--- config.mk ---
export PLATFORM = sky130hd
export DESIGN_NAME = bcd2bin_seq
export DESIGN_NICKNAME = d
export VERILOG_FILES = /design/src/rtl/fnd_pkg.sv /design/src/rtl/bcd_mac10.sv /design/src/rtl/bcd2bin_seq.sv
export SDC_FILE = /design/constraint.sdc
export NUM_CORES = 1
export LEC_CHECK = 0
export CORE_UTILIZATION = 54
export CTS_CLUSTER_DIAMETER = 50
export CTS_CLUSTER_SIZE = 28
export DETAILED_ROUTE_END_ITERATION = 8
export PLACE_DENSITY = 0.9
export SLEW_MARGIN = 20
export SYNTH_ARGS = -nofsm -noshare
export SYNTH_HDL_FRONTEND = slang
export SYNTH_HIERARCHICAL = 1
export SYNTH_SLANG_ARGS = --single-unit
--- constraint.sdc ---
create_clock -name iCLK -period 3.17 [get_ports iCLK]
set_input_delay 0.7925 -clock iCLK [delete_from_list [all_inputs] [get_ports iCLK]]
set_output_delay 0.7925 -clock iCLK [all_outputs]
set_load 0.02 [all_outputs]
--- src/rtl/fnd_pkg.sv ---
// Shared definitions for the FND digit logic: BCD digit width, limits and the
// converter FSM state encoding.
package fnd_pkg;
  localparam int       DW      = 4;
  localparam logic [3:0] BCD_MAX = 4'd9;

  typedef enum logic [1:0] {
    ST_IDLE = 2'd0,
    ST_CONV = 2'd1,
    ST_DONE = 2'd2
  } state_t;
endpackage

--- src/rtl/bcd_mac10.sv ---
// Combinational y = a*10 + d using shift-add only; the sum is formed BW+4 bits
// wide and truncated to BW.
module bcd_mac10
  import fnd_pkg::*;
#(
  parameter int BW = 10
) (
  input  logic [BW-1:0] a,
  input  logic [DW-1:0] d,
  output logic [BW-1:0] y
);
  logic [BW+3:0] a_w, sum;

  assign a_w = {4'b0, a};
  assign sum = (a_w << 3) + (a_w << 1) + {{BW{1'b0}}, d};
  assign y   = sum[BW-1:0];
endmodule

--- src/rtl/bcd2bin_seq.sv ---
// Multi-cycle packed-BCD to binary converter: Horner evaluation, one digit per
// clock, MSD first. Invalid digits force a zero result with oERR set.
module bcd2bin_seq
  import fnd_pkg::*;
#(
  parameter int NDIG = 3,
  parameter int BW   = 10
) (
  input  logic               iCLK,
  input  logic               iRSTn,
  input  logic               iSTART,
  input  logic [4*NDIG-1:0]  iBCD,
  output logic               oBUSY,
  output logic               oDONE,
  output logic [BW-1:0]      oBIN,
  output logic               oERR
);
  localparam int CW = $clog2(NDIG + 1);

  state_t            state, state_nx;
  logic [DW*NDIG-1:0] sreg;
  logic [BW-1:0]      acc, acc_nx;
  logic [CW-1:0]      cnt;
  logic               err_q, bad_in, last;

  always_comb begin
    bad_in = 1'b0;
    for (int i = 0; i < NDIG; i++)
      if (iBCD[i*DW +: DW] > BCD_MAX) bad_in = 1'b1;
  end

  assign last = (cnt == CW'(NDIG - 1));

  bcd_mac10 #(.BW(BW)) u_mac (
    .a (acc),
    .d (sreg[DW*NDIG-1 -: DW]),
    .y (acc_nx)
  );

  always_ff @(posedge iCLK or negedge iRSTn)
    if (!iRSTn) state <= ST_IDLE;
    else        state <= state_nx;

  always_comb begin
    state_nx = state;
    case (state)
      ST_IDLE: if (iSTART) state_nx = ST_CONV;
      ST_CONV: if (last)   state_nx = ST_DONE;
      ST_DONE:             state_nx = ST_IDLE;
      default:             state_nx = ST_IDLE;
    endcase
  end

  // Datapath; the result registers load on the final CONV edge so they are
  // already valid during the DONE cycle.
  always_ff @(posedge iCLK or negedge iRSTn)
    if (!iRSTn) begin
      sreg  <= '0;
      acc   <= '0;
      cnt   <= '0;
      err_q <= 1'b0;
      oBIN  <= '0;
      oERR  <= 1'b0;
    end else begin
      case (state)
        ST_IDLE: if (iSTART) begin
          sreg  <= iBCD;
          acc   <= '0;
          cnt   <= '0;
          err_q <= bad_in;
        end
        ST_CONV: begin
          acc  <= acc_nx;
          sreg <= sreg << DW;
          cnt  <= cnt + CW'(1);
          if (last) begin
            oBIN <= err_q ? '0 : acc_nx;
            oERR <= err_q;
          end
        end
        default: ;
      endcase
    end

  assign oBUSY = (state == ST_CONV);
  assign oDONE = (state == ST_DONE);
endmodule

After elaboration in Yosys (flattened, before gate mapping)
Index checks and enable logic that the tools add are counted.

$add $sub $neg: 3. Equality and inequality tests: 5. Muxes and demuxes: 13. Reduce and logical (&&, ||, !) cells: 6. Magnitude comparators: 3.

Operators by type and width (count): 12-bit case mux with 2 select lines (1); 9-bit case mux with 2 select lines (1); 4-bit > comparator, second input constant (3); 12-bit two-way mux (1); 10-bit adder (1); 10-bit by 4-bit adder with 10-bit output (1); 10-bit two-way mux (1); 9-bit two-way mux (1); 2-bit case mux with 2 select lines (2); 2-bit AND reduction (4); 2-bit two-way mux (3); 2-bit equality test, second input constant (2); 1-bit two-way mux (3); 2-bit by 1-bit adder with 2-bit output, second input constant (1); 2-bit by 1-bit equality test with 1-bit output, second input constant (1); 2-bit logical NOT (1); 2-bit by 1-bit != test with 1-bit output, second input constant (1); 2-bit != test, second input constant (1); 2-bit nonzero test (1).

Logic and storage cells: 37. Input bits: 15. Flip-flop bits (word level): 37. Output and inout bits: 13.

Logic depth before layout (Yosys ltp)
Depth after elaboration: 4. Mapped depth: 10. Mapped depth without buffers: 10.

Modules after synthesis
Netlist, hierarchy kept.

Modules (own cells, without submodules): bcd2bin_seq (cells each 136, times used 1, area an instance 1567.8 µm², seq. area each 950.9 µm²); bcd_mac10 (cells each 46, times used 1, area an instance 417.9 µm², seq. area each 0.0 µm²).

Worst setup path after synthesis
No wires, ideal clock.

Path type: flip-flop to flip-flop. Start point: reg acc[0]. End point: reg oBIN[8]. Cell stages (with the launch flop): 11. Clock period less this slack: 2239 ps. Path buffers: 0. Arrival: 2156 ps. Data required time: 3087 ps. Setup time: 83 ps. Path slack: 931 ps. Path through: dfrtp_1 > inv_1 > fa_1 > inv_1 > fa_1 > a21oi_2 > o211ai_2 > a21oi_2 > xnor2_1 > nand2b_1 > o21ai_0.

Longest elaborated chain between the ends: 3.

RTL lines: start: declaration (RTL line bcd2bin_seq.sv:22) `logic [BW-1:0] acc, acc_nx;`; start signal: assignment (RTL line bcd2bin_seq.sv:73) `acc <= acc_nx;`; 10-bit adder (RTL line bcd_mac10.sv:15) `assign sum = (a_w << 3) + (a_w << 1) + {{BW{1'b0}}, d};`; 10-bit by 4-bit adder with 10-bit output (RTL line bcd_mac10.sv:15); via acc_nx[8] (RTL line bcd2bin_seq.sv:22); 10-bit two-way mux (RTL line bcd2bin_seq.sv:77) `oBIN <= err_q ? '0 : acc_nx;`; end signal: assignment (RTL line bcd2bin_seq.sv:77); end: declaration (RTL line bcd2bin_seq.sv:15) `output logic [BW-1:0] oBIN,`.

The timed path passes the listed nets, and every way through them passes these cells. A chain may end at the register's enable or synchronous reset.

Worst setup path after layout
Start point: reg state[1]. End point: out oBUSY.

Longest elaborated chain between the ends: 1.

RTL lines: start: declaration (RTL line bcd2bin_seq.sv:20) `state_t state, state_nx;`; start signal: assignment (RTL line bcd2bin_seq.sv:42) `else state <= state_nx;`; 2-bit by 1-bit equality test with 1-bit output (RTL line bcd2bin_seq.sv:85) `assign oBUSY = (state == ST_CONV);`; end: declaration (RTL line bcd2bin_seq.sv:13) `output logic oBUSY,`.

Every way passes these cells.

==> flow_summary.toml <==
[status]
outcome = "completed"

[synth]
syn-num-nets = 212
postSynthCellCount = 180
syn_avg_cell_area_um2 = 10.8
yosys_warnings = 6
syn_area_um2 = 1950

[layout]
antenna_cells = 0
fin_util_pct = 68.5
layout_commonest_cell = "dfrtp_1"
drive_gt1_share_pct = 9.52
nets = 241
final_cell_mix = "37 x dfrtp_1, 27 x clkdlybuf4s50_1, 20 x nand2_1"
synthToLayoutAreaGrowth_pct = 19.0

[drt]
routed-via-count = 1409
vias_per_cell = 5.50
drt-initial-drc-count = 73
ant_nets = 0
wire_per_inst_um = 14.4
wl_mm = 3.68
drtPass1Iterations = 4
route.detailed.drc = 0

[global_routing]
grtUsageTotal_pct = 22.1
use_met2_pct = 35.9
antenna_found_initial = 0
use_met1_pct = 27.8
grtUsageMet3_pct = 6.07
grt_pass1_vias = 1358
grt_max_degree = 38
top_usage_layer = "met2"
grt-ovfl-total = 0
grt_pass1_wl_mm = 6.49

[die]
die_area_um2 = 3860
die_height_um = 62.1
io_pins = 28
die_x_um = 62.1
rows = 21
initial_utilization_pct = 57.6
core_area_um2 = 3390

[pwr]
seq_power_share_pct = 34.2
power_leakage_uw = 0.00107
power.net_switching_uw = 1030
switching_share_pct = 42.3
p_int_uw = 1400
clockPowerShare_pct = 11.6
power_density_nw_per_um2 = 1040
ir_drop_mv = 0.427
share_comb_of_total_power_pct = 54.2

[sta]
setup_viol = 0
clock.fmax_ghz = 0.361
fin_setup_tns_ps = 0
hold_viol_final = 0
period_needed_ps = 2770
grt_setup_unrepaired = "no"
worst_clock_skew_ps = 5.23
tightest_slew_ps = 779
max-slew-margin-rel_pct = 47.9
final-max-slew-violation-count = 0
period_share_pct = 87.4

[worst_setup_path]
critPathLaunchType = "flop"
worstPathRequired_ps = 2380
crit_path_top_delay_cell = "clkdlybuf4s50_1"
worst-setup-path-type = "flop to output pin"
max_stage_delay_ps = 650
worst_r2r_path_depth = 10
worstPathBufferInverterCount = 2
cp_max_fo = 18
crit_chain = "nand2b_2 -> inv_4 -> clkdlybuf4s50_1"
critPathArrivalTime_ps = 1980
crit_family = "buffers and inverters"
ff2ff_setup_slack_ps = 760
endpoint_kind = "output pin"
cp.depth = 3

[clock_tree]
cts_tree = "built"
cts_hold_buf = 0
clk_pin_slew_ps = 110
postCtsSetupBuffers = 0
htreeDepth = 2
cts.sinks = 37
clock_insertion_delay_worst_skew_ps = 340
ctsResizeCount = 0
cts-buffers-inserted = 5
clk_path_buf_depth = 2
clockRootBuffer = "clkbuf_4"

[flow_run]
drv_cap = 0

[hold_path]
hold_class = "flop to flop"
hold_depth = 2

[placed_design]
globalplace.congestion = 0.834
port_buffers = 27
dp_hpwl_mm = 2.78
per-stage QoR:
stage | instance area (um2) | setup WS, ps | instances | hold WS, ps | total power (uW)
after floorplan | 1950 | 931 | 180 | 454 | 1780
after global placement | 2250 | 846 | 248 | 468 | 2100
after detailed placement | 2250 | 764 | 248 | 475 | 2160
after CTS | 2320 | 395 | 256 | 498 | 2440
after global routing | 2320 | 303 | 256 | 519 | 2630
final | 2320 | 400 | 256 | 492 | 2420
worst paths after layout:
kind | to | from
worst min-delay path | oBIN[7] | oBIN[7]
worst max-delay path | oBUSY | state[1]
worst min register to register | oBIN[7] | oBIN[7]
min in group asynchronous | oBIN[6] | iRSTn
worst max register to register | oBIN[8] | acc[0]
max in group asynchronous | acc[2] | iRSTn
per-layer routing:
metal / vias to the layer above / share of wire, %
met2: 30 / 47
met5: - / 0
met3: 4 / 3.4
li1: 688 / -
met4: 0 / 1.7
met1: 687 / 47
power by group through the flow:
stage / logic, uW / registers (uW) / clock network [uW]
2_1_floorplan: 935 / 848 / 0
3_3_place_gp: 1270 / 833 / 0
3_5_place_dp: 1320 / 841 / 0
4_1_cts: 1330 / 830 / 287
5_1_grt: 1470 / 861 / 305
6_report: 1310 / 829 / 282
tightest hold or removal path: cells and delay by family, from the launching register on:
family	cells	cell delay (ps)
AOI/OAI and AO/OA	1	60
DFF	1	360
and+or+nand+nor	1	50
cell type report:
class | instances | area [um2]
Fill cell | 254 | 1070
Multi-Input combinational cell | 127 | 947
Sequential cell | 37 | 926
Timing Repair Buffer | 29 | 285
Clock buffer | 7 | 65.1
Tap cell | 46 | 57.6
Inverter | 9 | 36.3
Clock inverter | 1 | 5.00
state kept, by name, indices dropped and copies added, names as in the netlist:
| signal | flops |
|---|---|
| state | 2 |
| oERR | 1 |
| sreg | 12 |
| err_q | 1 |
| cnt | 2 |
| acc | 9 |
| oBIN | 10 |
Note: power is estimated with default switching activity, not from simulation.
